[config.mk]
export PLATFORM = sky130hd
export DESIGN_NAME = idex_operand_stage
export DESIGN_NICKNAME = d
export VERILOG_FILES = /design/src/rtl/idex_operand_stage.sv
export SDC_FILE = /design/constraint.sdc
export NUM_CORES = 1
export LEC_CHECK = 0
export CAP_MARGIN = 20
export CORE_AREA = 2 2 146 148
export DETAILED_ROUTE_END_ITERATION = 8
export DIE_AREA = 0 0 148 150
export PLACE_DENSITY = 0.85
export SYNTH_ARGS = -nofsm -noshare
export SYNTH_HDL_FRONTEND = slang
export SYNTH_SLANG_ARGS = --single-unit
[constraint.sdc]
create_clock -name clk -period 2.8 [get_ports clk]
set_clock_uncertainty 0.1 [all_clocks]
set_input_delay 0.7 -clock clk [delete_from_list [all_inputs] [get_ports clk]]
set_output_delay 0.7 -clock clk [all_outputs]
set_load 0.01 [all_outputs]
[src/rtl/idex_operand_stage.sv]
// ID/EX pipeline register: resolves operands through EX/MEM and MEM/WB bypasses,
// stalls on load-use hazards and hands operands to the ALU over valid/ready.
module idex_operand_stage #(
  parameter int DATA_WIDTH     = 32,
  parameter int REG_ADDR_WIDTH = 5,
  parameter int CNT_WIDTH      = 32
) (
  input  logic                      clk,
  input  logic                      rst,
  input  logic                      in_valid_i,
  output logic                      in_ready_o,
  input  logic [DATA_WIDTH-1:0]     pc_i,
  input  logic [REG_ADDR_WIDTH-1:0] rs1_addr_i,
  input  logic [REG_ADDR_WIDTH-1:0] rs2_addr_i,
  input  logic [DATA_WIDTH-1:0]     rs1_rdata_i,
  input  logic [DATA_WIDTH-1:0]     rs2_rdata_i,
  input  logic [DATA_WIDTH-1:0]     imm_i,
  input  logic                      use_imm_i,
  input  logic [3:0]                alu_op_i,
  input  logic [REG_ADDR_WIDTH-1:0] rd_addr_i,
  input  logic                      rd_we_i,
  input  logic                      fwd_a_we_i,
  input  logic [REG_ADDR_WIDTH-1:0] fwd_a_addr_i,
  input  logic [DATA_WIDTH-1:0]     fwd_a_data_i,
  input  logic                      fwd_a_pending_i,
  input  logic                      fwd_b_we_i,
  input  logic [REG_ADDR_WIDTH-1:0] fwd_b_addr_i,
  input  logic [DATA_WIDTH-1:0]     fwd_b_data_i,
  input  logic                      flush_i,
  output logic                      out_valid_o,
  input  logic                      out_ready_i,
  output logic [DATA_WIDTH-1:0]     op_a_o,
  output logic [DATA_WIDTH-1:0]     op_b_o,
  output logic [3:0]                alu_op_o,
  output logic [REG_ADDR_WIDTH-1:0] rd_addr_o,
  output logic                      rd_we_o,
  output logic [DATA_WIDTH-1:0]     pc_o,
  output logic [CNT_WIDTH-1:0]      stall_cnt_o
);

  logic                      valid_q, valid_d;
  logic [DATA_WIDTH-1:0]     op_a_q, op_a_d;
  logic [DATA_WIDTH-1:0]     op_b_q, op_b_d;
  logic [3:0]                alu_op_q, alu_op_d;
  logic [REG_ADDR_WIDTH-1:0] rd_addr_q, rd_addr_d;
  logic                      rd_we_q, rd_we_d;
  logic [DATA_WIDTH-1:0]     pc_q, pc_d;
  logic [REG_ADDR_WIDTH-1:0] rs1_q, rs1_d;
  logic [REG_ADDR_WIDTH-1:0] rs2_q, rs2_d;
  logic                      use_imm_q, use_imm_d;
  logic [CNT_WIDTH-1:0]      stall_cnt_q, stall_cnt_d;

  logic [DATA_WIDTH-1:0] rs1_val, rs2_val;
  logic                  hazard, capture;

  // Port A outranks port B; x0 is hardwired to zero and never bypassed.
  always_comb begin
    if (rs1_addr_i == '0)                                rs1_val = '0;
    else if (fwd_a_we_i && fwd_a_addr_i == rs1_addr_i)   rs1_val = fwd_a_data_i;
    else if (fwd_b_we_i && fwd_b_addr_i == rs1_addr_i)   rs1_val = fwd_b_data_i;
    else                                                 rs1_val = rs1_rdata_i;

    if (rs2_addr_i == '0)                                rs2_val = '0;
    else if (fwd_a_we_i && fwd_a_addr_i == rs2_addr_i)   rs2_val = fwd_a_data_i;
    else if (fwd_b_we_i && fwd_b_addr_i == rs2_addr_i)   rs2_val = fwd_b_data_i;
    else                                                 rs2_val = rs2_rdata_i;
  end

  assign hazard = in_valid_i && fwd_a_we_i && fwd_a_pending_i && (fwd_a_addr_i != '0) &&
                  ((fwd_a_addr_i == rs1_addr_i) || (!use_imm_i && fwd_a_addr_i == rs2_addr_i));
  assign in_ready_o = (!valid_q || out_ready_i) && !hazard && !flush_i;
  assign capture    = in_valid_i && in_ready_o;

  always_comb begin
    valid_d   = valid_q;
    op_a_d    = op_a_q;
    op_b_d    = op_b_q;
    alu_op_d  = alu_op_q;
    rd_addr_d = rd_addr_q;
    rd_we_d   = rd_we_q;
    pc_d      = pc_q;
    rs1_d     = rs1_q;
    rs2_d     = rs2_q;
    use_imm_d = use_imm_q;
    if (flush_i) begin
      valid_d = 1'b0;
      rd_we_d = 1'b0;
    end else if (capture) begin
      valid_d   = 1'b1;
      op_a_d    = rs1_val;
      op_b_d    = use_imm_i ? imm_i : rs2_val;
      alu_op_d  = alu_op_i;
      rd_addr_d = rd_addr_i;
      rd_we_d   = rd_we_i;
      pc_d      = pc_i;
      rs1_d     = rs1_addr_i;
      rs2_d     = rs2_addr_i;
      use_imm_d = use_imm_i;
    end else if (valid_q && !out_ready_i) begin
      // A held entry keeps watching writeback so it never leaves with a stale operand.
      if (fwd_b_we_i && rs1_q != '0 && fwd_b_addr_i == rs1_q)
        op_a_d = fwd_b_data_i;
      if (fwd_b_we_i && !use_imm_q && rs2_q != '0 && fwd_b_addr_i == rs2_q)
        op_b_d = fwd_b_data_i;
    end else begin
      valid_d = 1'b0;
      rd_we_d = 1'b0;
    end
  end

  always_comb begin
    stall_cnt_d = stall_cnt_q;
    if (hazard && !flush_i && stall_cnt_q != {CNT_WIDTH{1'b1}})
      stall_cnt_d = stall_cnt_q + {{(CNT_WIDTH-1){1'b0}}, 1'b1};
  end

  always_ff @(posedge clk) begin
    if (rst) begin
      valid_q     <= 1'b0;
      op_a_q      <= '0;
      op_b_q      <= '0;
      alu_op_q    <= '0;
      rd_addr_q   <= '0;
      rd_we_q     <= 1'b0;
      pc_q        <= '0;
      rs1_q       <= '0;
      rs2_q       <= '0;
      use_imm_q   <= 1'b0;
      stall_cnt_q <= '0;
    end else begin
      valid_q     <= valid_d;
      op_a_q      <= op_a_d;
      op_b_q      <= op_b_d;
      alu_op_q    <= alu_op_d;
      rd_addr_q   <= rd_addr_d;
      rd_we_q     <= rd_we_d;
      pc_q        <= pc_d;
      rs1_q       <= rs1_d;
      rs2_q       <= rs2_d;
      use_imm_q   <= use_imm_d;
      stall_cnt_q <= stall_cnt_d;
    end
  end

  assign out_valid_o = valid_q;
  assign op_a_o      = op_a_q;
  assign op_b_o      = op_b_q;
  assign alu_op_o    = alu_op_q;
  assign rd_addr_o   = rd_addr_q;
  assign rd_we_o     = rd_we_q;
  assign pc_o        = pc_q;
  assign stall_cnt_o = stall_cnt_q;

endmodule

# == Yosys cells after proc, flatten, opt, wreduce, memory -nomap -nowiden ==
# Index checks and enable logic that the tools add are counted.
# totals
reg_bits,150
latch_bits,0
mem_bits_rw,0
mem_bits_ro,0
input_bits,231
output_inout_bits,140
wordCells,77
mem_count,0
# classes
n_addsub,1
n_mul,0
div_mod_pow,0
magnitude_cmp,0
n_eq_ne,8
n_shift,0
mux,16
bitwise,1
reduce_logical,40
# ops
operator,n
two-way mux 32 bit,13
adder 32 x 1 -> 32 bit (second input constant),1
inequality test 32 bit (second input constant),1
equality test 5 bit,6
logical AND 1 bit,20
nonzero test 5 bit,3
logical NOT 5 bit,2
logical NOT 1 bit,6
AND reduction 3 bit,2
nonzero test 2 bit,3
two-way mux 1 bit,3
logical OR 1 bit,2
inequality test 2 bit (second input constant),1
AND reduction 2 bit,1
OR reduction 2 bit,1
NOT 1 bit,1

# == Logic depth before layout (Yosys ltp) ==
# depth
word_depth,10
depth_mapped,9
mapped_depth_nobuf,7

# == Worst setup path after synthesis ==
# No wires, ideal clock.
# synth_path
path_type,input port to flip-flop
from,input port fwd_b_addr_i[0]
to,"register op_a_q[21], in the netlist op_a_o[21]"
setup_time_ns,0.086
arrival_ns,2.464
required_time_ns,2.614
path_slack_ns,0.150
stages,9
n_path_buf,3
path_cell_list,buf_2 -> xor2_1 -> nor4_1 -> and3_1 -> clkbuf_1 -> clkbuf_1 -> nand2_1 -> a311o_1 -> a211oi_1
# synth_via
elab_chain_len,6
elab_cells_between_ends,10
cone_classes,2 x eq/ne; 4 x mux; 4 x reduce/logical
# synth_rtl
item,line,source
start: declaration,27,"input logic [REG_ADDR_WIDTH-1:0] fwd_b_addr_i,"
equality test 5 bit,60,else if (fwd_b_we_i && fwd_b_addr_i == rs1_addr_i) rs1_val = fwd_b_data_i;
logical AND 1 bit,60,
two-way mux 32 bit,60,
two-way mux 32 bit,59,else if (fwd_a_we_i && fwd_a_addr_i == rs1_addr_i) rs1_val = fwd_a_data_i;
two-way mux 32 bit,58,if (rs1_addr_i == '0) rs1_val = '0;
two-way mux 32 bit,88,end else if (capture) begin
end signal: assignment,132,op_a_q <= op_a_d;
end: declaration,42,"logic [DATA_WIDTH-1:0] op_a_q, op_a_d;"
# Several ways; a longest one is shown, not always the timed one.
# A chain may end at the register's enable or synchronous reset.

# == Final worst setup path ==
# layout_path
from,input port rs2_addr_i[3]
to,"register stall_cnt_q[18], in the netlist stall_cnt_o[18]"
# layout_via
elab_chain_len,6
# layout_rtl
item,line,source
start: declaration,14,"input logic [REG_ADDR_WIDTH-1:0] rs2_addr_i,"
equality test 5 bit,70,((fwd_a_addr_i == rs1_addr_i) || (!use_imm_i && fwd_a_addr_i == rs2_addr_i));
logical AND 1 bit,70,
logical OR 1 bit,70,
logical AND 1 bit,69,assign hazard = in_valid_i && fwd_a_we_i && fwd_a_pending_i && (fwd_a_addr_i != '0) &&
logical AND 1 bit (2 in series),113,if (hazard && !flush_i && stall_cnt_q != {CNT_WIDTH{1'b1}})
end signal: assignment,141,stall_cnt_q <= stall_cnt_d;
end: declaration,51,"logic [CNT_WIDTH-1:0] stall_cnt_q, stall_cnt_d;"
# Every way passes these cells.

==> reports/metrics.yaml <==
final_layout:
  syn2layout_area_growth_pct: 66.2
  seq_area_um2: 3000
  final_area_um2: 13700
  multi_input_area_um2: 4980
  mostFrequentLayoutCells: "354 x clkdlybuf4s50_1, 317 x nand2_1, 150 x dfxtp_1, 119 x nor2_1, 105 x a21oi_1"
  mostFrequentLayoutCell: "clkdlybuf4s50_1"
  layout-drive-gt1-share_pct: 10.3
  fill_cells: 1724
  final_nets: 1775
timing:
  holdWs_ns: 0.353
  maxSlewHeadroom_pct: 45.6
  fin_crit_ns: 2.84
  timing_hold_violations_final: 0
  setup_ws_ns: -0.0413
  drv_slew: 0
  setup_violations: 4
  max_slew.worst_pin.slew_ns: 0.810
  fmax_mhz: 352
  fin_crit_sh_pct: 101
placed_design:
  place_area_um2: 12900
  gp_congestion: 0.903
  io_buffers: 370
  place_ws_ns: -0.606
  dp_hpwl_mm: 24.8
route:
  drc: 0
  routed_wl_mm: 36.0
  wirelength_met1_mm: 14.0
  drtAntennaViolNets: 0
  initialDrtViolationCount: 844
  dr_wl_met2_mm: 17.2
  dr_wl_met3_mm: 3.42
  top_layer: "met4"
  viasPerCell: 5.72
  vias: 10500
  drt_pass1_iterations: 6
  wl_per_cell_um: 19.6
power_and_ir_drop:
  powerDensity_nw_per_um2: 445
  clkPwrFrac_pct: 40.8
  p_total_w: 0.00610
  power_switching_w: 0.00168
  ir_drop_mv: 0.418
  pwr-share-comb_pct: 21.3
  p_int_w: 0.00441
  power_leakage_nw: 5.03
  seqPwrFrac_pct: 37.8
  switching_share_pct: 27.6
critical_path:
  worst_setup_path_start_kind: "primary input"
  cp_max_fo: 11
  cp_data_arrival_time_ns: 3.09
  cp-end-kind: "flip-flop"
  critPathKind: "primary input to flip-flop"
  r2r_cells: 7
  r2r_setup_slack_ns: 0.35
  crit_required_ns: 3.05
worst_hold_path:
  hold_depth: 2
  hold_class: "flip-flop to flip-flop"
floorplan:
  rows: 53
  die_w_um: 148
  core_area_um2: 20700
  design.die.area_um2: 22200
  initial_core_util_pct: 39.8
  die_y_um: 150
  io_pins: 371
synth:
  synth_edf_count: 0
  synthCells: 1154
  ys_warn_count: 0
  ys_seq_area_share_pct: 36.5
  synth_area_um2: 8240
  synth_cell_types: 45
  synth_nets: 1386
  synth_seq_cells: 150
  synthArstFlopShare_pct: 0
  avgSynthCellArea_um2: 7.14
  synthFlopType: "dfxtp_1"
global_route:
  antenna_found_initial: 2
  grt_pass1_vias: 10200
  overflow: 0
  grt_max_degree: 64
  track_usage_pct: 30.5
  grt_pass1_wl_mm: 53.5
clock_tree:
  clk_pin_slew_ns: 0.06
  cts_tree: "done"
  h-tree-depth: 4
  clock_latency_ns: 0.42
  cts_root_buf: "clkbuf_16"
  cts_sinks: 150
  clk_path_buf_depth: 2
  numCtsBuffers: 17
run_status:
  violations: "negative setup slack"
  outcome: "finished, violations left"
job:
  drv_cap: 0
[power groups by stage]
stage | sequential (W) | combinational, W | clock, W
floorplan | 0.00239 | 0.000408 | 0
global placement | 0.00235 | 0.00124 | 0
detailed placement | 0.00235 | 0.00126 | 0
CTS | 0.00230 | 0.00127 | 0.00251
global route | 0.00232 | 0.00139 | 0.00261
finish | 0.00230 | 0.00130 | 0.00249
[logic make-up (layout without fill, tap and decap cells)]
group	after synthesis	after routing	share of synthesized area [%]
flops	150	150	36.5
xor+xnor	39	39	4.15
other cells	0	2	0
simple gates	562	562	29.7
buf+inv	104	506	4.92
mux	1	1	0.122
fa+ha+maj	1	1	0.152
compound gates	297	297	24.5
[Yosys cell counts (4+ instances only)]
master    number  area, µm²
nand2_1      317       1190
dfxtp_1      150       3000
nor2_1       119        447
a21oi_1      106        531
clkbuf_1      83        312
a211oi_1      64        480
a311o_1       64        641
o21ai_0       47        235
and3_1        37        231
xnor2_1       27        236
or3_1         19        119
nand3_1       16       80.1
nand4_1       15       93.8
buf_2         12       60.1
xor2_1        12        105
nor4_1        10       62.6
or4_1          9       67.6
inv_1          8       30.0
nor3_1         8       40.0
o31ai_1        4       30.0
[worst paths after layout]
kind | to | startpoint
min reg2reg | pc_o[10] | pc_o[10]
max reg2reg | stall_cnt_o[29] | stall_cnt_o[4]
min | pc_o[10] | pc_o[10]
max | stall_cnt_o[18] | rs2_addr_i[3]
[repair_timing]
action,4_1_cts,5_1_grt
resized for setup,18,25
cloned,0,2
endpoints found under the setup margin,49,69
pin swaps,5,11
setup buffers,1,1
hold buffers,0,0
[per-layer routing]
metal,up-vias,GRT usage [%]
met5,-,0
met4,0,15.1
met2,605,51.9
li1,4860,-
met3,105,7.41
met1,4906,36.0
[flip-flops by register name, summed over array words and instances (netlist names)]
name,cells
alu_op_o,4
op_a_o,32
op_b_o,32
out_valid_o,1
pc_o,32
rd_addr_o,5
rd_we_o,1
rs1_q,5
rs2_q,5
stall_cnt_o,32
use_imm_q,1
[worst max-delay path, cell delays in order]
cell and delay (ns):
clkdlybuf4s50_1 0.46, xnor2_1 0.24, nand2_1 0.15, o32ai_4 0.25, buf_4 0.15, buf_4 0.18, nand4b_1 0.29, or4_1 0.49
a21oi_1 0.17
[cell type report]
| type | count | area share [%] |
|---|---|---|
| well taps | 275 | 2.51 |
| multi-input cells | 900 | 36.4 |
| inverters | 9 | 0.247 |
| clock buffers | 18 | 3.13 |
| clock inverters | 14 | 1.38 |
| repair buffers | 465 | 34.4 |
| flip-flops and latches | 150 | 21.9 |
| diodes | 2 | 0.0366 |
[stage by stage]
stage	TNS (ns)	cells	util, %
2_1_floorplan	0	1154	-
3_3_place_gp	-44.08	1795	62.2
3_5_place_dp	-56.18	1795	62.2
4_1_cts	0	1828	65.4
5_1_grt	-0.653	1832	66.2
6_report	-0.0839	1833	66.2
Power figures use the tool's default switching activity.
